==> src/rtl/hbus_arb_pkg.sv <==
// Shared types and constants for the HyperBus two-port arbiter.
package hbus_arb_pkg;

    typedef enum logic [7:0] {
        INIT_WAIT = 8'b0000_0001,
        INIT_WR   = 8'b0000_0010,
        INIT_REL  = 8'b0000_0100,
        IDLE      = 8'b0000_1000,
        ISSUE     = 8'b0001_0000,
        XFER      = 8'b0010_0000,
        RELEASE   = 8'b0100_0000,
        ERROR     = 8'b1000_0000
    } state_t;

    localparam logic [31:0] CR0_ADR_DEF   = 32'h0000_0800;
    localparam logic [15:0] CR0_VALUE_DEF = 16'h8F1F;

    localparam logic PORT_M0 = 1'b0;
    localparam logic PORT_M1 = 1'b1;

endpackage

==> src/rtl/hbus_rr_pick.sv <==
// Two-way round-robin picker; with both requesting, the port that
// did not win last time gets the grant.
module hbus_rr_pick
    import hbus_arb_pkg::*;
(
    input  logic [1:0] req,
    input  logic       last_gnt,
    output logic [1:0] grant
);

    always_comb begin
        grant = 2'b00;
        if (&req)
            grant = (last_gnt == PORT_M1) ? 2'b01 : 2'b10;
        else
            grant = req;
    end

endmodule

==> src/rtl/hbus_arbiter.sv <==
// Shares one HyperBus controller between a CPU port (m0) and a DMA
// port (m1); writes CR0 once after reset, then grants bursts.
module hbus_arbiter
    import hbus_arb_pkg::*;
#(
    parameter int                  WIDTH       = 8,
    parameter int                  ADDR_LENGTH = 32,
    parameter int                  LEN_W       = 8,
    parameter bit                  INIT_EN     = 1'b1,
    parameter logic [ADDR_LENGTH-1:0] CR0_ADR  = ADDR_LENGTH'(CR0_ADR_DEF),
    parameter logic [2*WIDTH-1:0]  CR0_VALUE   = (2*WIDTH)'(CR0_VALUE_DEF)
) (
    input  logic                   clk90,
    input  logic                   rst,
    input  logic                   m0_req,
    input  logic                   m0_we,
    input  logic [ADDR_LENGTH-1:0] m0_adr,
    input  logic [LEN_W-1:0]       m0_len,
    input  logic [2*WIDTH-1:0]     m0_wdat,
    output logic                   m0_gnt,
    output logic                   m0_wack,
    output logic [2*WIDTH-1:0]     m0_rdat,
    output logic                   m0_rvalid,
    output logic                   m0_done,
    input  logic                   m1_req,
    input  logic                   m1_we,
    input  logic [ADDR_LENGTH-1:0] m1_adr,
    input  logic [LEN_W-1:0]       m1_len,
    input  logic [2*WIDTH-1:0]     m1_wdat,
    output logic                   m1_gnt,
    output logic                   m1_wack,
    output logic [2*WIDTH-1:0]     m1_rdat,
    output logic                   m1_rvalid,
    output logic                   m1_done,
    output logic [ADDR_LENGTH-1:0] hb_adr_o,
    output logic [2*WIDTH-1:0]     hb_dat_o,
    input  logic [2*WIDTH-1:0]     hb_dat_i,
    input  logic                   hb_ready_i,
    input  logic                   hb_valid_i,
    input  logic                   hb_busy_i,
    input  logic                   hb_error_i,
    output logic                   hb_wrq_o,
    output logic                   hb_rrq_o,
    output logic                   hb_reg_space_o,
    output logic                   init_done,
    output logic                   err_o
);

    state_t                 state;
    state_t                 state_n;
    logic                   own;
    logic                   gnt_r;
    logic                   we_r;
    logic [ADDR_LENGTH-1:0] adr_r;
    logic [LEN_W-1:0]       len_r;
    logic [LEN_W:0]         cnt;
    logic [2*WIDTH-1:0]     rdat_r;
    logic                   rvalid_r;
    logic [1:0]             done_r;
    logic                   last_gnt;
    logic                   init_done_r;

    logic [1:0]             req_m;
    logic [1:0]             pick;
    logic                   win;
    logic                   strobe;
    logic                   last_word;
    logic                   in_burst;
    logic                   xfer_wr;

    // A port whose done is pulsing this cycle is not yet re-requesting.
    assign req_m = {m1_req & ~done_r[1], m0_req & ~done_r[0]};

    hbus_rr_pick u_pick (
        .req      (req_m),
        .last_gnt (last_gnt),
        .grant    (pick)
    );

    assign win       = pick[1];
    assign strobe    = we_r ? hb_ready_i : hb_valid_i;
    assign last_word = (cnt == {1'b0, len_r});

    always_ff @(posedge clk90 or posedge rst) begin
        if (rst)
            state <= INIT_EN ? INIT_WAIT : IDLE;
        else
            state <= state_n;
    end

    always_comb begin
        state_n = state;
        if (hb_error_i) begin
            state_n = ERROR;
        end else begin
            unique case (state)
                INIT_WAIT: if (!hb_busy_i) state_n = INIT_WR;
                INIT_WR:   if (hb_ready_i) state_n = INIT_REL;
                INIT_REL:  if (!hb_busy_i) state_n = IDLE;
                IDLE:      if ((|req_m) && !hb_busy_i) state_n = ISSUE;
                ISSUE:     state_n = XFER;
                XFER:      if (strobe && last_word) state_n = RELEASE;
                RELEASE:   if (!hb_busy_i) state_n = IDLE;
                ERROR:     state_n = ERROR;
                default:   state_n = ERROR;
            endcase
        end
    end

    always_ff @(posedge clk90 or posedge rst) begin
        if (rst) begin
            own         <= PORT_M0;
            gnt_r       <= 1'b0;
            we_r        <= 1'b0;
            adr_r       <= '0;
            len_r       <= '0;
            cnt         <= '0;
            rdat_r      <= '0;
            rvalid_r    <= 1'b0;
            done_r      <= 2'b00;
            last_gnt    <= PORT_M1;
            init_done_r <= 1'b0;
        end else begin
            done_r   <= 2'b00;
            rvalid_r <= 1'b0;
            if (!INIT_EN || (state == INIT_REL && state_n == IDLE))
                init_done_r <= 1'b1;
            if (state == IDLE && state_n == ISSUE) begin
                own   <= win;
                gnt_r <= 1'b1;
                we_r  <= win ? m1_we  : m0_we;
                adr_r <= win ? m1_adr : m0_adr;
                len_r <= win ? m1_len : m0_len;
            end
            if (state == ISSUE)
                cnt <= '0;
            if (state == XFER && strobe)
                cnt <= cnt + 1'b1;
            if (state == XFER && !we_r && hb_valid_i) begin
                rdat_r   <= hb_dat_i;
                rvalid_r <= 1'b1;
            end
            if (state == RELEASE && state_n == IDLE) begin
                done_r   <= own ? 2'b10 : 2'b01;
                gnt_r    <= 1'b0;
                last_gnt <= own;
            end
            if (state_n == ERROR)
                gnt_r <= 1'b0;
        end
    end

    assign in_burst = (state == ISSUE) || (state == XFER);
    assign xfer_wr  = (state == XFER) && we_r;

    assign hb_wrq_o       = (state == INIT_WR) || (in_burst && we_r);
    assign hb_rrq_o       = in_burst && !we_r;
    assign hb_reg_space_o = (state == INIT_WR);
    assign hb_adr_o       = (state == INIT_WR) ? CR0_ADR : adr_r;

    always_comb begin
        hb_dat_o = '0;
        if (state == INIT_WR)
            hb_dat_o = CR0_VALUE;
        else if (in_burst && we_r)
            hb_dat_o = own ? m1_wdat : m0_wdat;
    end

    assign m0_gnt    = gnt_r & ~own;
    assign m1_gnt    = gnt_r &  own;
    assign m0_wack   = xfer_wr & hb_ready_i & m0_gnt;
    assign m1_wack   = xfer_wr & hb_ready_i & m1_gnt;
    assign m0_rvalid = rvalid_r & m0_gnt;
    assign m1_rvalid = rvalid_r & m1_gnt;
    assign m0_rdat   = own ? '0 : rdat_r;
    assign m1_rdat   = own ? rdat_r : '0;
    assign m0_done   = done_r[0];
    assign m1_done   = done_r[1];
    assign init_done = init_done_r;
    assign err_o     = (state == ERROR);

endmodule

==> config.mk <==
export PLATFORM = sky130hd
export DESIGN_NAME = hbus_arbiter
export DESIGN_NICKNAME = d
export VERILOG_FILES = /design/src/rtl/hbus_arb_pkg.sv /design/src/rtl/hbus_rr_pick.sv /design/src/rtl/hbus_arbiter.sv
export SDC_FILE = /design/constraint.sdc
export NUM_CORES = 1
export LEC_CHECK = 0
export ABC_CLOCK_PERIOD_IN_PS = 2800
export BUFFER_PORTS_ARGS = -buffer_cell sky130_fd_sc_hd__buf_4
export CAP_MARGIN = 25
export CORE_MARGIN = 10
export CORE_UTILIZATION = 46
export CTS_CLUSTER_DIAMETER = 200
export CTS_CLUSTER_SIZE = 30
export DETAILED_ROUTE_END_ITERATION = 8
export PLACE_DENSITY = 0.8
export SLEW_MARGIN = 20
export SYNTH_ARGS = -nofsm -noshare
export SYNTH_HDL_FRONTEND = slang
export SYNTH_SLANG_ARGS = --single-unit
==> constraint.sdc <==
create_clock -name clk90 -period 2.8 [get_ports clk90]
set_input_delay 0.28 -clock clk90 [delete_from_list [all_inputs] [get_ports clk90]]
set_output_delay 0.28 -clock clk90 [all_outputs]
set_load 0.01 [all_outputs]
## Word level (Yosys, flattened, before mapping)

Index checks and enable logic that the tools add are counted.

- Bits in read-only memories: 0
- Bits of input ports: 138
- Latch bits: 0
- Output and inout port bits: 93
- Word-level logic and storage cells: 84
- Bits in registers: 81
- Memory bits (writable): 0
- Memories kept: 0

- Order comparisons: 0
- Div/mod/pow operators: 0
- Shift-type cells: 0
- Equality and inequality tests: 12
- Reductions and logical operators: 20
- $add $sub $neg: 1
- Bitwise gates (word level): 12
- Multiplexer cells: 27
- Multiply operators: 0

Operator list:

| cell | number |
|---|---|
| 2-to-1 mux 16 bit | 5 |
| 2-to-1 mux 32 bit | 2 |
| 2-to-1 mux 8 bit | 7 |
| one-hot mux 8 bit (6 select lines) | 1 |
| 2-to-1 mux 9 bit | 2 |
| == test 8 x 4 -> 1 bit, second input constant | 2 |
| == test 8 x 5 -> 1 bit, second input constant | 2 |
| == test 8 bit, second input constant | 2 |
| logical AND 1 bit | 11 |
| adder 9 x 1 -> 9 bit, second input constant | 1 |
| AND 1 bit | 9 |
| == test 9 x 8 -> 1 bit | 1 |
| == test 8 x 1 -> 1 bit, second input constant | 1 |
| == test 8 x 2 -> 1 bit, second input constant | 1 |
| == test 8 x 3 -> 1 bit, second input constant | 1 |
| == test 8 x 6 -> 1 bit, second input constant | 1 |
| == test 8 x 7 -> 1 bit, second input constant | 1 |
| 2-to-1 mux 2 bit | 4 |
| 2-to-1 mux 1 bit | 6 |
| OR reduction 2 bit | 2 |
| inverter 1 bit | 3 |
| nonzero test 3 bit | 1 |
| zero test 1 bit | 2 |
| logical OR 1 bit | 2 |
| other kinds (2) | 2 |

## Depth between registers and ports, before layout

- Depth after elaboration: 12
- Gate-level depth with buffers: 9
- Gate-level depth less buffers: 6

## Hierarchy

A second synthesis with hierarchy kept.

- Cells, all modules: 475
- Area total of the unflattened synthesis: 4600.7 µm²

Modules (own cells, without submodules):

| module | area an instance (µm²) | times used | sequential area each (µm²) | cells each |
|---|---|---|---|---|
| hbus_arbiter | 4581.9 | 1 | 2029.4 | 472 |
| hbus_rr_pick | 18.8 | 1 | 0.0 | 3 |

## Worst setup path before layout

OpenSTA, ideal clock, no wires.

- Path type: flip-flop to output port
- Start point: reg state[6]
- End point: out hb_dat_o[10]
- Stages on the path, launching flop included: 6
- Arrival: 1.788 ns
- Required time: 2.520 ns
- Slack: 0.732 ns
- Path buffers: 1
- Cells stage by stage: dfrtp_1 -> nor4_2 -> and2_1 -> o211ai_1 -> clkbuf_1 -> o21ai_0

- Longest elaborated chain between the ends: 5
- Elaborated cells on any way between the ends: 7
- Classes of those cells: eq/ne: 3; mux: 2; reduce/logical: 2

RTL lines:

| item | line | RTL |
|---|---|---|
| start, declared | hbus_arbiter.sv:49 | `state_t state;` |
| start signal, assigned | hbus_arbiter.sv:86 | `state <= INIT_EN ? INIT_WAIT : IDLE;` |
| start signal, assigned | hbus_arbiter.sv:88 | `state <= state_n;` |
| == test 8 x 5 -> 1 bit / == test 8 x 6 -> 1 bit (equally long branches) | hbus_arbiter.sv:153 | `assign in_burst = (state == ISSUE) \|\| (state == XFER);` |
| logical OR 1 bit | hbus_arbiter.sv:153 |  |
| logical AND 1 bit | hbus_arbiter.sv:165 | `else if (in_burst && we_r)` |
| 2-to-1 mux 16 bit | hbus_arbiter.sv:165 |  |
| 2-to-1 mux 16 bit (*) | hbus_arbiter.sv:163 | `if (state == INIT_WR)` |
| end, declared | hbus_arbiter.sv:36 | `output logic [2*WIDTH-1:0] hb_dat_o,` |

Mark *: on every way between the ends. The rest lies on a longest branch, timed or not.

## Worst setup path in the final report

Same ends and word-level chain as after synthesis.

==> summary.txt <==
Final net count: 843
Netlist cell types: 43
Max Fanout on Critical Path: 11
Hold WC Path Type: in -> async
Syn_nets: 626
Setup TNS Final: 0 ns
Register area share after synthesis: 44.12%
Worst skew pair latency: 0.36 ns
Cts repair resizes: 0
Startpoint Class: register
Cells after Synth: 487
Area share of the largest cell type after synthesis: 42.98%
Core Area: 9774 um^2
Commonest non-fill, non-tap cell in the layout: buf_4
Yosys warns: 0
Design Power: 2.678 mW
Worst Tran Pin Value: 1.001 ns
CTS max path bufs: 2
Syn-to-layout area delta: 45.35%
Drt first pass iters: 6
Antenna Cells: 0
Vias/cell: 5.185
Ranking of synthesized cells by area: dfrtp_1 43%, mux2i_1 13%, and2_1 7.1%, nand2_1 5.1%, o21ai_1 4.4%
GPL Wtd Cong: 0.9145
Asr flop ratio synth: 100.0%
EDFF count, synth: 0
Sink Count: 81
Die W: 120.0 um
Die Y: 120.0 um
First-pass GRT wire length: 23.42 mm
Net switching power of the design: 590.7 uW
DR iter-0 viols: 244
Worst vdd ir: 0.2726 mV
Via count: 4366
Fraction of layout cells with a size suffix above 1: 39.21%
CP Data Arrival Time: 2.34 ns
Vias in the first global route: 4590
Post-CTS setup buffers: 0
Cts hold-fix bufs: 0
Final setup fails: 0
Gate power share: 12.5%
Clock Power Share: 42.3%
Post-synth top area cell: dfrtp_1
Final Util: 68.39%
RSZ-0062 raised after global routing: false
#FFs+latches synth: 81
CTS H-tree lvls: 3
DRC viols: 0
Worst Path Required: 2.52 ns
Row cnt: 36
Post-Syn Area: 4599 um^2
CTS Buf Count: 9
TritonCTS clock tree: built
PwrDens: 400.6 nW/um^2
Setup CP Type: reg -> out
Ys flop type: dfrtp_1
Hold slack: 0.01679 ns
Worst Setup End Kind: primary output
I/O Pins: 231
CTS root buf: clkbuf_8
Max Cap Viol: 0
Leakage power: 3.515 nW
Syn Area/Cell: 9.444 um^2
Final hold violations: 0
Die footprint: 14400 um^2
Rel. slew slack: 33.28%
Highest Clock Rate: 0.3818 GHz
Buffers on Ports: 230
Slew Limit Fails: 0
HPWL after DPL: 11.75 mm
Int Pwr: 2.087 mW
Clk_skew: 0.01400 ns
Commonest cells after routing, fill and taps aside: 234 x buf_4, 78 x dfrtp_1, 62 x nand2_1, 61 x mux2i_1, 52 x and2_1
Tmin final: 2.619 ns
Antenna violations before repair: 0
Clock-pin slew on the worst setup and hold paths: 0.09 ns
GR Overflow Total: 0
Sw Ratio: 22.06%
Largest net degree at the start of global routing: 85
Outcome: complete, no violations
GRT Util Overall: 19.75%
Post-route ant nets: 0
WL/cell: 17.53 um
Period utilization: 93.54%
Starting Density: 47.06%
Sequential share of power: 45.2%
Final WL: 14.76 mm
worst max-delay path, cell delays in order (launching register included):
cell      delay, ns
dfrtp_1        0.45
nor4_2         0.35
and2_1         0.25
o211ai_1       0.26
buf_2          0.27
o21ai_0        0.24
buf_4          0.17
synthesized netlist by cell type, types with 2 or more instances:
library cell and count:
dfrtp_1 79, nand2_1 62, mux2i_1 61, and2_1 52, o21ai_1 40, nor2_1 25
o21ai_0 25, clkbuf_1 20, nor2b_1 18, mux2_2 16, xor2_1 10, a21oi_1 8
inv_1 8, nand3_1 6, buf_6 5, nand2b_1 5, nor3_1 5, nand4_1 4
nor4_1 4, and3_1 3, buf_2 3, and4b_1 2, dfstp_2 2, nand4b_1 2
nor3b_1 2, o211ai_1 2, or4_1 2
power groups by stage:
stage,clock [mW],sequential (mW),combinational (mW)
2_1_floorplan,0,1.22,0.131
3_3_place_gp,0,1.23,0.333
3_5_place_dp,0,1.23,0.340
4_1_cts,1.15,1.21,0.341
5_1_grt,1.20,1.22,0.368
6_report,1.13,1.21,0.334
flip-flops by register name (all words and copies together) (netlist names), 2 cells and up:
name,count
rdat_r,16
state,8
adr_r,32
cnt,9
len_r,8
done_r,2
layout make-up:
| type | count | area [um^2] |
|---|---|---|
| clock inverter | 6 | 137.6 |
| sequential | 81 | 2031 |
| timing repair buffer | 237 | 1802 |
| inverter | 8 | 31.28 |
| clock buffer | 10 | 127.6 |
| fill | 750 | 3089 |
| multi-input combinational | 367 | 2390 |
| tap | 133 | 166.4 |
per-stage QoR:
step                      cells  worst slack (ns)  cell area (um^2)
final                       842            0.1808              6685
after global routing        842           0.03332              6685
after CTS                   841            0.1313              6680
after detailed placement    825            0.5389              6415
after global placement      825            0.6113              6415
after floorplan             487            0.4432              4599
final timing paths:
path                             start      endpoint  slack, ns  cells after the start
min                                rst      adr_r[9]       0.02                      2
max reg2reg                   state[4]         gnt_r       0.52                      5
min reg2reg                  adr_r[18]     adr_r[18]       0.48                      2
min in group clk90         hb_dat_i[1]     rdat_r[1]       0.16                      2
max in group asynchronous          rst      last_gnt       1.98                      3
max                           state[6]  hb_dat_o[10]       0.18                      6
logic make-up (layout without fill, tap and decap cells):
logic type / Yosys count / in the layout / synth area share (%)
compound gates: 83 / 83 / 9.712
fa+ha+maj: 1 / 1 / 0.2720
flops: 81 / 81 / 44.12
buf+inv: 39 / 261 / 4.189
simple gates: 196 / 196 / 22.61
mux: 77 / 77 / 17.19
xor+xnor: 10 / 10 / 1.904
per-layer routing:
metal	vias up	global-route usage [%]	share of wire, %
li1	2100	-	-
met1	2023	23.58	40
met2	224	32.87	47
met3	19	6.939	11
met4	0	5.732	1.4
met5	-	0	0
Power figures use the tool's default switching activity.
